### config.mk
export PLATFORM = sky130hd
export DESIGN_NAME = alu_issue_stage
export DESIGN_NICKNAME = d
export VERILOG_FILES = /design/src/rtl/alu_issue_stage.sv
export SDC_FILE = /design/constraint.sdc
export NUM_CORES = 1
export LEC_CHECK = 0
export ABC_AREA = 1
export BUFFER_PORTS_ARGS = -buffer_cell sky130_fd_sc_hd__buf_4
export CAP_MARGIN = 20
export CORE_ASPECT_RATIO = 0.8
export CORE_MARGIN = 2
export CORE_UTILIZATION = 45
export CTS_CLUSTER_DIAMETER = 120
export DETAILED_ROUTE_END_ITERATION = 6
export GPL_ROUTABILITY_DRIVEN = 0
export GPL_TIMING_DRIVEN = 0
export PLACE_DENSITY_LB_ADDON = 0.15
export SETUP_SLACK_MARGIN = 0.05
export SYNTH_ARGS = -nofsm -noshare
export SYNTH_HDL_FRONTEND = slang
export SYNTH_SLANG_ARGS = --single-unit
### constraint.sdc
create_clock -name clk_i -period 4 [get_ports clk_i]
set_clock_uncertainty 0.05 [all_clocks]
set_input_delay 0.8 -clock clk_i [delete_from_list [all_inputs] [get_ports clk_i]]
set_output_delay 0.8 -clock clk_i [all_outputs]
set_load 0.05 [all_outputs]
### src/rtl/alu_issue_stage.sv
`default_nettype none
// ============================================================================
//  Module   : alu_issue_stage
//  Purpose  : Registered RV32I decode/issue stage feeding the ALU operand and
//             operation inputs, with valid/ready handshakes, flush and an
//             issued-bundle counter.
//  Revision : 1.0 - initial release
// ============================================================================
module alu_issue_stage #(
   parameter int XLEN = 32
) (
   input  logic            clk_i,
   input  logic            rst_i,
   input  logic            instr_valid_i,
   output logic            instr_ready_o,
   input  logic [31:0]     instr_i,
   input  logic [XLEN-1:0] pc_i,
   output logic [4:0]      rs1_addr_o,
   output logic [4:0]      rs2_addr_o,
   input  logic [XLEN-1:0] rs1_data_i,
   input  logic [XLEN-1:0] rs2_data_i,
   input  logic            flush_i,
   output logic            ex_valid_o,
   input  logic            ex_ready_i,
   output logic [XLEN-1:0] operand_a_o,
   output logic [XLEN-1:0] operand_b_o,
   output logic [3:0]      alu_op_o,
   output logic [4:0]      rd_addr_o,
   output logic            rd_we_o,
   output logic            illegal_o,
   output logic [31:0]     issued_count_o
);

   // ALU operation encoding
   localparam logic [3:0] c_op_add  = 4'd0;
   localparam logic [3:0] c_op_sub  = 4'd1;
   localparam logic [3:0] c_op_and  = 4'd2;
   localparam logic [3:0] c_op_or   = 4'd3;
   localparam logic [3:0] c_op_xor  = 4'd4;
   localparam logic [3:0] c_op_slt  = 4'd5;
   localparam logic [3:0] c_op_sltu = 4'd6;
   localparam logic [3:0] c_op_sll  = 4'd7;
   localparam logic [3:0] c_op_srl  = 4'd8;
   localparam logic [3:0] c_op_sra  = 4'd9;
   localparam logic [3:0] c_op_lui  = 4'd10;

   localparam logic [6:0] c_opc_op_imm = 7'b0010011;
   localparam logic [6:0] c_opc_op     = 7'b0110011;
   localparam logic [6:0] c_opc_lui    = 7'b0110111;
   localparam logic [6:0] c_opc_auipc  = 7'b0010111;
   localparam logic [6:0] c_opc_jal    = 7'b1101111;
   localparam logic [6:0] c_opc_jalr   = 7'b1100111;

   localparam logic [6:0] c_f7_base = 7'b0000000;
   localparam logic [6:0] c_f7_alt  = 7'b0100000;

   // Instruction fields
   logic [6:0] w_opcode;
   logic [2:0] w_funct3;
   logic [6:0] w_funct7;
   logic [4:0] w_rd;
   assign w_opcode = instr_i[6:0];
   assign w_funct3 = instr_i[14:12];
   assign w_funct7 = instr_i[31:25];
   assign w_rd     = instr_i[11:7];

   assign rs1_addr_o = instr_i[19:15];
   assign rs2_addr_o = instr_i[24:20];

   // Registered state
   logic            ex_valid_q,  ex_valid_d;
   logic [XLEN-1:0] operand_a_q, operand_a_d;
   logic [XLEN-1:0] operand_b_q, operand_b_d;
   logic [3:0]      alu_op_q,    alu_op_d;
   logic [4:0]      rd_addr_q,   rd_addr_d;
   logic            rd_we_q,     rd_we_d;
   logic            illegal_q,   illegal_d;
   logic [31:0]     issued_count_q, issued_count_d;

   // Decoded bundle for the instruction currently presented
   logic [XLEN-1:0] w_dec_a;
   logic [XLEN-1:0] w_dec_b;
   logic [3:0]      w_dec_op;
   logic            w_dec_illegal;
   logic            w_load;

   assign instr_ready_o = !ex_valid_q || ex_ready_i;
   assign w_load        = instr_valid_i && instr_ready_o;

   // Decode opcode/funct fields into ALU operands and operation
   always_comb begin
      w_dec_a       = rs1_data_i;
      w_dec_b       = '0;
      w_dec_op      = c_op_add;
      w_dec_illegal = 1'b0;
      unique case (w_opcode)
         c_opc_op_imm: begin
            w_dec_b = {{(XLEN-12){instr_i[31]}}, instr_i[31:20]};
            unique case (w_funct3)
               3'b000: w_dec_op = c_op_add;
               3'b010: w_dec_op = c_op_slt;
               3'b011: w_dec_op = c_op_sltu;
               3'b100: w_dec_op = c_op_xor;
               3'b110: w_dec_op = c_op_or;
               3'b111: w_dec_op = c_op_and;
               3'b001: begin
                  w_dec_b       = {{(XLEN-5){1'b0}}, instr_i[24:20]};
                  w_dec_op      = c_op_sll;
                  w_dec_illegal = (w_funct7 != c_f7_base);
               end
               default: begin // 3'b101: logical or arithmetic right shift
                  w_dec_b  = {{(XLEN-5){1'b0}}, instr_i[24:20]};
                  w_dec_op = (w_funct7 == c_f7_alt) ? c_op_sra : c_op_srl;
                  w_dec_illegal = (w_funct7 != c_f7_base) && (w_funct7 != c_f7_alt);
               end
            endcase
         end
         c_opc_op: begin
            w_dec_b = rs2_data_i;
            if (w_funct7 == c_f7_base) begin
               unique case (w_funct3)
                  3'b000:  w_dec_op = c_op_add;
                  3'b001:  w_dec_op = c_op_sll;
                  3'b010:  w_dec_op = c_op_slt;
                  3'b011:  w_dec_op = c_op_sltu;
                  3'b100:  w_dec_op = c_op_xor;
                  3'b101:  w_dec_op = c_op_srl;
                  3'b110:  w_dec_op = c_op_or;
                  default: w_dec_op = c_op_and;
               endcase
            end else if (w_funct7 == c_f7_alt && w_funct3 == 3'b000) begin
               w_dec_op = c_op_sub;
            end else if (w_funct7 == c_f7_alt && w_funct3 == 3'b101) begin
               w_dec_op = c_op_sra;
            end else begin
               w_dec_illegal = 1'b1;
            end
         end
         c_opc_lui: begin
            w_dec_a  = '0;
            w_dec_b  = {instr_i[31:12], 12'b0};
            w_dec_op = c_op_lui;
         end
         c_opc_auipc: begin
            w_dec_a = pc_i;
            w_dec_b = {instr_i[31:12], 12'b0};
         end
         c_opc_jal: begin
            // Link value pc+4 is computed by the ALU
            w_dec_a = pc_i;
            w_dec_b = XLEN'(4);
         end
         c_opc_jalr: begin
            w_dec_a       = pc_i;
            w_dec_b       = XLEN'(4);
            w_dec_illegal = (w_funct3 != 3'b000);
         end
         default: w_dec_illegal = 1'b1;
      endcase
      // Illegal bundles carry zeroed operands so execute sees a benign ADD
      if (w_dec_illegal) begin
         w_dec_a  = '0;
         w_dec_b  = '0;
         w_dec_op = c_op_add;
      end
   end

   // Next-state: flush beats load, load beats drain, otherwise hold
   always_comb begin
      ex_valid_d  = ex_valid_q;
      operand_a_d = operand_a_q;
      operand_b_d = operand_b_q;
      alu_op_d    = alu_op_q;
      rd_addr_d   = rd_addr_q;
      rd_we_d     = rd_we_q;
      illegal_d   = illegal_q;
      if (flush_i) begin
         ex_valid_d = 1'b0;
      end else if (w_load) begin
         ex_valid_d  = 1'b1;
         operand_a_d = w_dec_a;
         operand_b_d = w_dec_b;
         alu_op_d    = w_dec_op;
         rd_addr_d   = w_rd;
         rd_we_d     = !w_dec_illegal && (w_rd != 5'd0);
         illegal_d   = w_dec_illegal;
      end else if (ex_valid_q && ex_ready_i) begin
         ex_valid_d = 1'b0;
      end
   end

   // Count bundles accepted by execute; flushed cycles do not count
   always_comb begin
      issued_count_d = issued_count_q;
      if (ex_valid_q && ex_ready_i && !flush_i) begin
         issued_count_d = issued_count_q + 32'd1;
      end
   end

   // State registers with synchronous reset
   always_ff @(posedge clk_i) begin
      if (rst_i) begin
         ex_valid_q     <= 1'b0;
         operand_a_q    <= '0;
         operand_b_q    <= '0;
         alu_op_q       <= c_op_add;
         rd_addr_q      <= '0;
         rd_we_q        <= 1'b0;
         illegal_q      <= 1'b0;
         issued_count_q <= '0;
      end else begin
         ex_valid_q     <= ex_valid_d;
         operand_a_q    <= operand_a_d;
         operand_b_q    <= operand_b_d;
         alu_op_q       <= alu_op_d;
         rd_addr_q      <= rd_addr_d;
         rd_we_q        <= rd_we_d;
         illegal_q      <= illegal_d;
         issued_count_q <= issued_count_d;
      end
   end

   assign ex_valid_o     = ex_valid_q;
   assign operand_a_o    = operand_a_q;
   assign operand_b_o    = operand_b_q;
   assign alu_op_o       = alu_op_q;
   assign rd_addr_o      = rd_addr_q;
   assign rd_we_o        = rd_we_q;
   assign illegal_o      = illegal_q;
   assign issued_count_o = issued_count_q;

endmodule
`default_nettype wire

# [Word-level counts from Yosys, hierarchy flattened]
# Cells that the tools add are included.
[op_classes] mux=20 n_reduce_logical=24 bitwise=1 n_eq_ne=15 add_sub_neg=1
[op_table] op="$pmux W32 S4" n=1
[op_table] op="$mux W32" n=3
[op_table] op="$pmux W32 S2" n=1
[op_table] op="$pmux W4 S7" n=2
[op_table] op="$add A32 B1 Y32 const B" n=1
[op_table] op="$eq A7 B6 Y1 const B" n=3
[op_table] op="$mux W4" n=4
[op_table] op="$eq A7 B5 Y1 const B" n=2
[op_table] op="$eq A7 B7 Y1 const B" n=2
[op_table] op="$eq A3 B3 Y1 const B" n=4
[op_table] op="$pmux W4 S3" n=1
[op_table] op="$logic_and A1 B1 Y1" n=7
[op_table] op="$logic_not A7 Y1" n=1
[op_table] op="$ne A7 B6 Y1 const B" n=1
[op_table] op="$reduce_bool A7 Y1" n=1
[op_table] op="$eq A3 B2 Y1 const B" n=2
[op_table] op="$mux W1" n=6
[op_table] op="$reduce_or A2 Y1" n=3
[op_table] op="$reduce_or A3 Y1" n=2
[op_table] op="$reduce_or A6 Y1" n=1
[op_table] op="$reduce_bool A5 Y1" n=1
[op_table] op="$pmux W1 S4" n=1
[op_table] op="$eq A3 B1 Y1 const B" n=1
[op_table] op="$logic_not A1 Y1" n=3
[op_table] op="7 further kinds" n=7
[totals] output_inout_bits=119 regBits=108 in_bits=133 word_cells=69

# [Depth between registers and ports, before layout]
# Gate-level depths: netlist (run 1).
[logic_depth] ltp_word=8 mapped_depth=12 mapped_depth_nobuf=11

# [Least setup slack after synthesis (run 1)]
# No wires, ideal clock.
[synth_path] kind="input -> register" from="input port ex_ready_i" to="register operand_a_q[22] (netlist: operand_a_o[22])" setup_slack_ns=1.584 required_ns=3.822 path_buffers=2 setup_time_ns=0.128 t_arrival_ns=2.238 stages=7 path_cell_list="inv_1 > nand2_1 > nand2_1 > nor2_2 > clkbuf_1 > clkbuf_1 > a21oi_1"
[synth_between] elab_chain_len=3
[synth_rtl] element="from (decl)" line_no="24" rtl="input logic ex_ready_i,"
[synth_rtl] element="$logic_or A1 B1 Y1" line_no="87" rtl="assign instr_ready_o = !ex_valid_q || ex_ready_i;"
[synth_rtl] element="net instr_ready_o" line_no="15" rtl="output logic instr_ready_o,"
[synth_rtl] element="$logic_and A1 B1 Y1" line_no="88" rtl="assign w_load = instr_valid_i && instr_ready_o;"
[synth_rtl] element="$reduce_and A2 Y1 (no line)"
[synth_rtl] element="to (signal assigned)" line_no="213" rtl="operand_a_q <= operand_a_d;"
[synth_rtl] element="to (decl)" line_no="72" rtl="logic [XLEN-1:0] operand_a_q, operand_a_d;"
# The timed path passes the listed nets, and every way through them passes these cells.
# A chain may end at the register's enable or synchronous reset.

# [Worst setup path in the final report (run 1)]
[layout_path] from="input port ex_ready_i" to="register operand_a_q[25] (netlist: operand_a_o[25])"
[layout_between] elab_chain_len=3
[layout_rtl] element="$logic_or A1 B1 Y1" line_no="87"
[layout_rtl] element="$logic_and A1 B1 Y1" line_no="88"
[layout_rtl] element="$reduce_and A2 Y1 (no line)"
# Every way passes these cells.

==> impl_metrics.py, run 1 <==
metrics = {
    "global_routing": {
        "grt_pass1_vias": 6512,
        "grt_max_degree": 20,
        "grt_usage_pct": 30.05,
        "antenna_found_initial": 0,
        "grt_pass1_wl_um": 33390,
        "overflow": 0,
    },
    "worst_setup_path": {
        "reg2reg_depth": 10,
        "critPathBufInv": 4,
        "r2r_start": "issued_count_o[1]",
        "crit_required_ns": 4.17,
        "cp_top_family": "buffers and inverters",
        "arrival_ns": 2.57,
        "crit_type": "in2reg",
        "worst_path_max_delay_cell": "clkbuf_1",
        "slowest_delay_ns": 0.45,
        "critPathLaunchType": "input pin",
        "path_cells": "buf_4 -> inv_1 -> nand2_1 -> nand2_1 -> nor2_2 -> clkbuf_1 -> clkbuf_1 -> a21oi_1",
        "r2r_slack_ns": 1.74,
        "reg2reg_to": "issued_count_o[28]",
        "crit_path_max_fanout": 10,
        "end_kind": "flop",
    },
    "synthesis": {
        "ys_ff_latch": 108,
        "netlist_top_cells_count": "nand2_1, nand3_1, a21oi_1, dfxtp_1, nor2_1",
        "avgSynthCellArea_sq_um": 6.364,
        "seq_area_frac_synth_pct": 37.05,
        "synth_nets": 1051,
        "synth_cell_types": 28,
        "synthCells": 917,
        "async_flop_share_pct": 0,
        "yosys_warnings": 0,
        "synth_area_sq_um": 5836,
        "yosysTopAreaCell": "dfxtp_1",
        "ys.flop_type": "dfxtp_1",
        "synthTopCellsByArea": "dfxtp_1, nand2_1, nand3_1",
        "synthMostInstantiatedCell": "nand2_1",
        "synth_edf_count": 0,
        "synth_top_area_share_pct": 37.05,
    },
    "floorplanning": {
        "core_sq_um": 12780,
        "rows": 37,
        "die_w_um": 131.3,
        "start_util_pct": 45.67,
        "fp.dieH_um": 105.9,
        "pin_count": 252,
        "die_area_sq_um": 13900,
    },
    "clock_tree": {
        "clock-sinks": 108,
        "post-cts-setup-buffers": 0,
        "htreeDepth": 3,
        "cts-resized-gates": 0,
        "numCtsBuffers": 9,
        "cts_tree": "built",
        "clock_latency_ns": 0.35,
        "hold_buffers": 0,
        "clockBufferDepth": 2,
        "cts_root_buf": "clkbuf_16",
        "clk_pin_slew_worst_paths_ns": 0.08,
    },
    "min_path": {
        "min_to": "alu_op_o[3]",
        "hold_class": "reg2reg",
        "whs_path_depth": 2,
        "min_from": "alu_op_o[3]",
    },
    "cells_and_area": {
        "drive_above_1_share_pct": 25.61,
        "antenna_cells": 0,
        "area_delta_synth_final_pct": 41.25,
        "final_util_pct": 64.51,
        "final_nets": 1312,
    },
    "drt": {
        "detail-route-antenna-nets": 0,
        "firstDrtPassIters": 6,
        "wl_um": 21430,
        "drt_first_iter_violations": 710,
        "drc_errors": 0,
        "vias_per_cell": 5.376,
        "wl_per_cell_um": 15.78,
        "vias": 7300,
    },
    "pwr": {
        "p_per_area_nw_per_um2": 299.2,
        "power.leakage_nw": 3.574,
        "ir_drop_v": 0.0001955,
    },
    "sta": {
        "hold_slack_ns": 0.4187,
        "slew_headroom_pct": 57.66,
        "final_min_period_over_clock_period_pct": 59.83,
        "finalSetupViolations": 0,
        "worst_pin_slew_ns": 0.6351,
        "fin_setup_tns_ns": 0,
        "finalMaxSlewViolations": 0,
        "final.min_clock_period_ns": 2.393,
        "fmax_mhz": 417.8,
        "hold_viol_final": 0,
        "rsz0062_at_grt": "no",
    },
    "run": {
        "max_cap_violations": 0,
    },
    "place": {
        "hpwlAfterDp_um": 16760,
        "io_buffers": 250,
    },
    "status": {
        "run_status": "finished clean",
    },
}
==> power breakdown <==
group | internal [mW] | total [mW] | switching [mW]
clock | 0.501 | 0.949 | 0.448
combinational | 0.161 | 0.410 | 0.249
sequential | 1.09 | 1.11 | 0.0118
total | 1.76 | 2.47 | 0.709
==> worst min-delay path: cells and delay by family, from the launching register on <==
family | cells | cell delay, ns
AO/OA/AOI/OAI | 1 | 0.05
AND/OR/NAND/NOR | 1 | 0.06
flip-flops | 1 | 0.31
==> per-layer routing <==
metal	part of all wire [%]	wire length (um)	track usage [%]	vias to the layer above
met3	11	2278	8.369	22
li1	-	-	-	3577
met5	0	0	0	-
met2	45	9555	48.80	387
met1	44	9362	40.39	3314
met4	1.1	234	5.745	0
==> cell type report <==
type | instances | area, sq um
timing repair buffer | 250 | 1877
multi-input combinational | 685 | 3133
inverter | 53 | 198.9
fill | 1266 | 4534
buffer | 71 | 341.6
clock inverter | 6 | 82.58
tap | 175 | 219.0
clock buffer | 10 | 229.0
sequential | 108 | 2162
==> cells in the final DEF, fill, tap and decap left out <==
| cell | n |
|---|---|
| or2_2 | 1 |
| buf_6 | 2 |
| nand3_1 | 151 |
| bufinv_16 | 1 |
| o211ai_1 | 1 |
| ha_1 | 1 |
| nand4_1 | 29 |
| dfxtp_1 | 108 |
| xnor2_1 | 2 |
| nor3b_1 | 2 |
| clkinv_8 | 1 |
| inv_8 | 1 |
| inv_1 | 50 |
| inv_6 | 2 |
| buf_2 | 15 |
| a31oi_1 | 1 |
| nand2_2 | 1 |
| clkbuf_1 | 44 |
| nand3b_1 | 3 |
| a211oi_1 | 1 |
| clkbuf_16 | 9 |
| nor3_1 | 19 |
| buf_4 | 261 |
| nand2_1 | 234 |
| a21oi_1 | 108 |
| nor4_1 | 1 |
| nor3_2 | 1 |
| o21bai_1 | 1 |
| o21ai_0 | 45 |
| inv_2 | 3 |
| xor2_1 | 2 |
| nor2_1 | 77 |
| clkinvlp_4 | 1 |
| nor2_2 | 4 |
==> sequential cells by signal (all words and copies together) (netlist names) <==
signal,count
rd_we_o,1
illegal_o,1
alu_op_o,4
ex_valid_o,1
operand_b_o,32
issued_count_o,32
rd_addr_o,5
operand_a_o,32
==> stage by stage <==
stage	setup WS [ns]	total power, mW	std cells	instance area (sq um)
6_report	1.607	2.466	1358	8243
5_1_grt	1.460	2.542	1358	8243
4_1_cts	1.663	2.471	1358	8243
3_5_place_dp	1.291	1.538	1342	7931
3_3_place_gp	1.300	1.536	1342	7931
2_1_floorplan	1.584	1.340	917	5836
==> cell families (layout without fill, tap and decap cells) <==
family	count (synthesis)	in the layout	share of synthesized area (%)
DFF	108	108	37.05
xor gates and xnor gates	4	4	0.6005
AOI/OAI and AO/OA	157	157	13.62
buffers and inverters	124	390	9.262
and+or+nand+nor	523	523	39.26
adders and majority gates	1	1	0.2144
==> how the worst max path moves through the flow <==
| stage | start | to | depth (start not counted) |
|---|---|---|---|
| global placement | ex_ready_i | operand_a_o[29] | 8 |
| global route | ex_ready_i | operand_a_o[12] | 8 |
| CTS | ex_ready_i | operand_a_o[25] | 8 |
| floorplan | ex_ready_i | operand_a_o[22] | 7 |
| detailed placement | ex_ready_i | operand_a_o[30] | 8 |
| finish | ex_ready_i | operand_a_o[25] | 8 |
Power figures use the tool's default switching activity.
==> run 2: changes to the inputs <==
Settings changed: CORE_UTILIZATION 45 to 44.
Clock period 4 ns to 2 ns, I/O delays scaled along.
==> impl_metrics.py, run 2 (synthesis gave the netlist of run 1 again) <==
metrics = {
    "floorplanning": {
        "die_w_um": 132.8,
        "core_sq_um": 12920,
        "die_area_sq_um": 14210,
        "fp.dieH_um": 107.0,
        "rows": 37,
        "pin_count": 252,
        "start_util_pct": 45.18,
    },
    "worst_setup_path": {
        "end_kind": "flop",
        "slowest_delay_ns": 0.42,
        "crit_required_ns": 2.23,
        "crit_type": "reg2reg",
        "critPathLaunchType": "flop",
        "worst_path_max_delay_cell": "clkbuf_1",
        "arrival_ns": 2.08,
        "cp_top_family": "simple AND/OR/NAND/NOR gates",
        "critPathBufInv": 2,
        "path_cells": "nand2_2 -> nand2_1 -> nor2_4 -> buf_4 -> clkbuf_1 -> nand4_1 -> a21oi_1",
        "crit_path_max_fanout": 10,
    },
    "clock_tree": {
        "numCtsBuffers": 9,
        "htreeDepth": 3,
        "cts_root_buf": "clkbuf_16",
        "clock_latency_ns": 0.35,
        "hold_buffers": 0,
        "clk_pin_slew_worst_paths_ns": 0.08,
        "clock-sinks": 108,
        "clockBufferDepth": 2,
        "cts_tree": "built",
    },
    "status": {
        "run_status": "finished clean",
    },
    "cells_and_area": {
        "drive_above_1_share_pct": 27.80,
        "layout_commonest_cell": "buf_4",
        "antenna_cells": 0,
        "area_delta_synth_final_pct": 43.10,
        "final_area_sq_um": 8351,
        "final_nets": 1316,
        "final_cell_mix": "buf_4, nand2_1, nand3_1",
    },
    "pwr": {
        "p_per_area_nw_per_um2": 573.0,
        "ir_drop_v": 0.0005185,
        "power.leakage_nw": 3.615,
    },
    "drt": {
        "wl_per_cell_um": 16.30,
        "drt_first_iter_violations": 611,
        "detail-route-antenna-nets": 0,
        "vias_per_cell": 5.316,
        "vias": 7241,
        "wl_um": 22200,
        "firstDrtPassIters": 6,
        "drc_errors": 0,
    },
    "sta": {
        "hold_viol_final": 0,
        "final_min_period_over_clock_period_pct": 92.58,
        "worst_pin_slew_ns": 0.6629,
        "rsz0062_at_grt": "yes",
        "final.min_clock_period_ns": 1.852,
        "finalSetupViolations": 0,
        "fmax_mhz": 540.1,
        "postLayoutSetupSlackWorst_ns": 0.1484,
        "finalMaxSlewViolations": 0,
        "slew_headroom_pct": 55.81,
    },
    "place": {
        "dpl_worst_slack_ns": -0.3032,
        "hpwlAfterDp_um": 17150,
        "place_area_sq_um": 7938,
        "io_buffers": 250,
    },
    "global_routing": {
        "grt_pass1_vias": 6401,
        "grt_pass1_wl_um": 34180,
        "grt_usage_pct": 30.38,
        "overflow": 0,
        "grt_max_degree": 20,
        "antenna_found_initial": 0,
    },
    "run": {
        "max_cap_violations": 0,
    },
    "min_path": {
        "hold_class": "in2reg",
    },
}
run 2: cell types whose count changed in the layout (fill, tap and decap cells not counted), moves of 3 or more:
cell and change:
nor2_1 -9, nor2_4 +8, buf_4 +4, nand2_1 -4
dfxtp_1 -3, dfxtp_2 +3, nand2_2 +3, nand3_1 -3
nand3_2 +3
run 2: final timing paths:
check | from | to | slack (ns) | cells after the start
hold reg to reg | operand_b_o[12] | operand_b_o[12] | 0.42 | 2
setup reg to reg | ex_valid_o | alu_op_o[1] | 0.15 | 7
hold / removal | flush_i | ex_valid_o | 0.19 | 2
setup / recovery | ex_valid_o | alu_op_o[1] | 0.15 | 7
run 2: final cells by class:
| type | count | area, sq um |
|---|---|---|
| plain buffers | 71 | 345.3 |
| clock buffers | 9 | 225.2 |
| clock inverters | 7 | 56.30 |
| fillers | 1267 | 4566 |
| inverters | 53 | 198.9 |
| multi-input cells | 685 | 3233 |
| flip-flops and latches | 108 | 2166 |
| well taps | 175 | 219.0 |
| repair buffers | 254 | 1907 |
run 2: timing repair:
item | 4_1_cts | 5_1_grt
endpoints found under the setup margin | 40 | 78
setup buffers | 0 | 4
pin swaps | 0 | 4
resized for setup | 7 | 22
run 2: power by group:
part	switching, mW	total [mW]	internal [mW]
Clock	0.866	1.73	0.867
Combinational	0.506	0.833	0.327
Sequential	0.0283	2.22	2.19
run 2: routing by layer:
metal  wire length [um]  vias to the layer above  track usage, %
li1                   -                     3592               -
met1              10020                     3275           42.82
met3               2217                       24           7.896
met5                  0                        -               0
met4                333                        0           6.759
met2               9633                      350           46.71
run 2: metrics by stage:
stage	hold WS, ns	setup TNS [ns]	power, mW	instances	utilization [%]
after floorplan	0.4210	-0.001249	2.681	917	-
after global placement	0.4030	-9.131	3.078	1342	61.46
after detailed placement	0.4054	-13.70	3.082	1342	61.46
after CTS	0.1839	0	4.792	1358	63.78
after global routing	0.1876	0	4.943	1362	64.65
final	0.1915	0	4.785	1362	64.65
==> run 3: changes to the inputs <==
==> constraint.sdc (replaced) <==
create_clock -name clk_i -period 2 [get_ports clk_i]
set_clock_uncertainty 0.05 [all_clocks]
set_input_delay 0.1 -clock clk_i [delete_from_list [all_inputs] [get_ports clk_i]]
set_output_delay 0.1 -clock clk_i [all_outputs]
set_load 0.05 [all_outputs]
==> impl_metrics.py, run 3 (synthesis gave the netlist of run 1 again) <==
metrics = {
    "status": {
        "run_status": "finished, violations left",
        "violations": "DRC",
    },
    "worst_setup_path": {
        "crit_path_max_fanout": 10,
        "r2r_start": "ex_valid_o",
        "reg2reg_to": "alu_op_o[1]",
        "worst_path_max_delay_cell": "clkbuf_1",
        "arrival_ns": 2.11,
        "critPathLaunchType": "flop",
        "r2r_slack_ns": 0.12,
        "end_kind": "flop",
        "crit_required_ns": 2.23,
        "crit_type": "reg2reg",
        "slowest_delay_ns": 0.43,
        "path_cells": "nand2_2 -> nand2_1 -> nor2_4 -> buf_4 -> clkbuf_1 -> nand4_1 -> a21oi_1",
        "reg2reg_depth": 7,
    },
    "cells_and_area": {
        "drive_above_1_share_pct": 27.30,
        "layout_commonest_cell": "buf_4",
        "antenna_cells": 0,
        "final_nets": 1323,
        "area_delta_synth_final_pct": 43.74,
        "final_cell_mix": "buf_4, nand2_1, nand3_1",
        "final_area_sq_um": 8388,
        "fin_cells": 1369,
    },
    "floorplanning": {
        "die_area_sq_um": 14210,
        "start_util_pct": 45.18,
        "core_sq_um": 12920,
        "die_w_um": 132.8,
        "rows": 37,
        "fp.dieH_um": 107.0,
        "pin_count": 252,
    },
    "global_routing": {
        "overflow": 0,
        "grt_max_degree": 20,
        "grt_pass1_wl_um": 34440,
        "grt_usage_pct": 30.61,
        "antenna_found_initial": 0,
        "grt_pass1_vias": 6453,
    },
    "place": {
        "io_buffers": 250,
        "dpl_worst_slack_ns": -0.1368,
        "dp_cells": 1342,
        "place_area_sq_um": 7938,
        "hpwlAfterDp_um": 17150,
    },
    "drt": {
        "drc_errors": 1,
        "firstDrtPassIters": 7,
        "wl_per_cell_um": 16.24,
        "detail-route-antenna-nets": 0,
        "vias": 7318,
        "drt_first_iter_violations": 685,
        "vias_per_cell": 5.346,
        "wl_um": 22240,
    },
    "clock_tree": {
        "cts_root_buf": "clkbuf_16",
        "clock_latency_ns": 0.35,
        "numCtsBuffers": 9,
        "htreeDepth": 3,
        "clk_pin_slew_worst_paths_ns": 0.08,
        "clock-sinks": 108,
        "clockBufferDepth": 2,
        "cts_tree": "built",
    },
    "run": {
        "max_cap_violations": 0,
    },
    "min_path": {
        "min_to": "operand_a_o[17]",
        "hold_class": "in2reg",
        "min_from": "pc_i[17]",
        "whs_path_depth": 5,
    },
    "pwr": {
        "power.leakage_nw": 3.643,
        "p_per_area_nw_per_um2": 571.3,
        "ir_drop_v": 0.0005201,
    },
    "sta": {
        "fmax_mhz": 531.6,
        "hold_viol_final": 0,
        "postLayoutSetupSlackWorst_ns": 0.1189,
        "slew_headroom_pct": 56.29,
        "final.min_clock_period_ns": 1.881,
        "rsz0062_at_grt": "yes",
        "final_min_period_over_clock_period_pct": 94.06,
        "finalMaxSlewViolations": 0,
        "worst_pin_slew_ns": 0.6556,
        "finalSetupViolations": 0,
    },
}
## run 3: cell types whose count changed in the layout (fill, tap and decap cells not counted)
cell | before | now
nand3_1 | 148 | 150
dlygate4sd3_1 | 0 | 7
nor2_1 | 68 | 70
nor2_4 | 8 | 5
nand3_2 | 3 | 1
buf_2 | 14 | 15
nor2_2 | 5 | 6
clkbuf_4 | 1 | 0
## run 3: how the worst max path moves through the flow
stage | start | to | slack (ns) | cells after the start
4_1_cts | ex_valid_o | issued_count_o[25] | 0.06 | 10
3_5_place_dp | issued_count_o[0] | issued_count_o[28] | -0.14 | 10
6_report | ex_valid_o | alu_op_o[1] | 0.12 | 7
2_1_floorplan | issued_count_o[6] | issued_count_o[28] | -0.001 | 9
5_1_grt | ex_valid_o | issued_count_o[25] | 0.02 | 10
3_3_place_gp | issued_count_o[0] | issued_count_o[28] | -0.13 | 10
## run 3: timing repair
| action | in CTS | in global routing |
|---|---|---|
| hold buffers | 7 | 0 |
| pin swaps | 0 | 4 |
| setup buffers | 0 | 4 |
| setup endpoints to repair | 40 | 51 |
| hold endpoints to repair | 6 | 0 |
| gates resized for setup | 7 | 14 |
## run 3: routing by layer
layer / wire length, um / share of wire (%) / vias to the layer above / global-route usage (%)
met5: 0 / 0 / - / 0
met4: 303 / 1.4 / 0 / 6.528
met3: 2392 / 11 / 22 / 7.612
met2: 9690 / 44 / 374 / 47.45
met1: 9848 / 44 / 3319 / 43.14
li1: - / - / 3603 / -
## run 3: per-stage QoR
step	hold slack, ns	setup TNS [ns]	util [%]	total power, mW
floorplan	0.1210	-0.001249	-	2.681
finish	0.06555	0	64.94	4.792
global route	0.08610	0	64.94	4.951
detailed placement	0.2359	-1.929	61.46	3.082
CTS	0.06380	0	64.32	4.803
global placement	0.2361	-0.1642	61.46	3.078
## run 3: worst max-delay path, delay by kind of cell (launching register included)
family,cells,cell delay (ns)
simple gates,4,0.65
buf+inv,2,0.60
compound gates,1,0.17
flops,1,0.34
## run 3: area by class of cell
class	instances	area [sq um]
fill	1265	4528
multi-input combinational	685	3203
sequential	108	2166
timing repair buffer	261	1977
buffer	71	342.8
clock buffer	9	225.2
tap	175	219.0
inverter	53	198.9
clock inverter	7	56.30
## run 3: report_power, final
part	internal, mW	switching, mW
registers	2.19	0.0283
clock network	0.867	0.867
logic	0.335	0.505
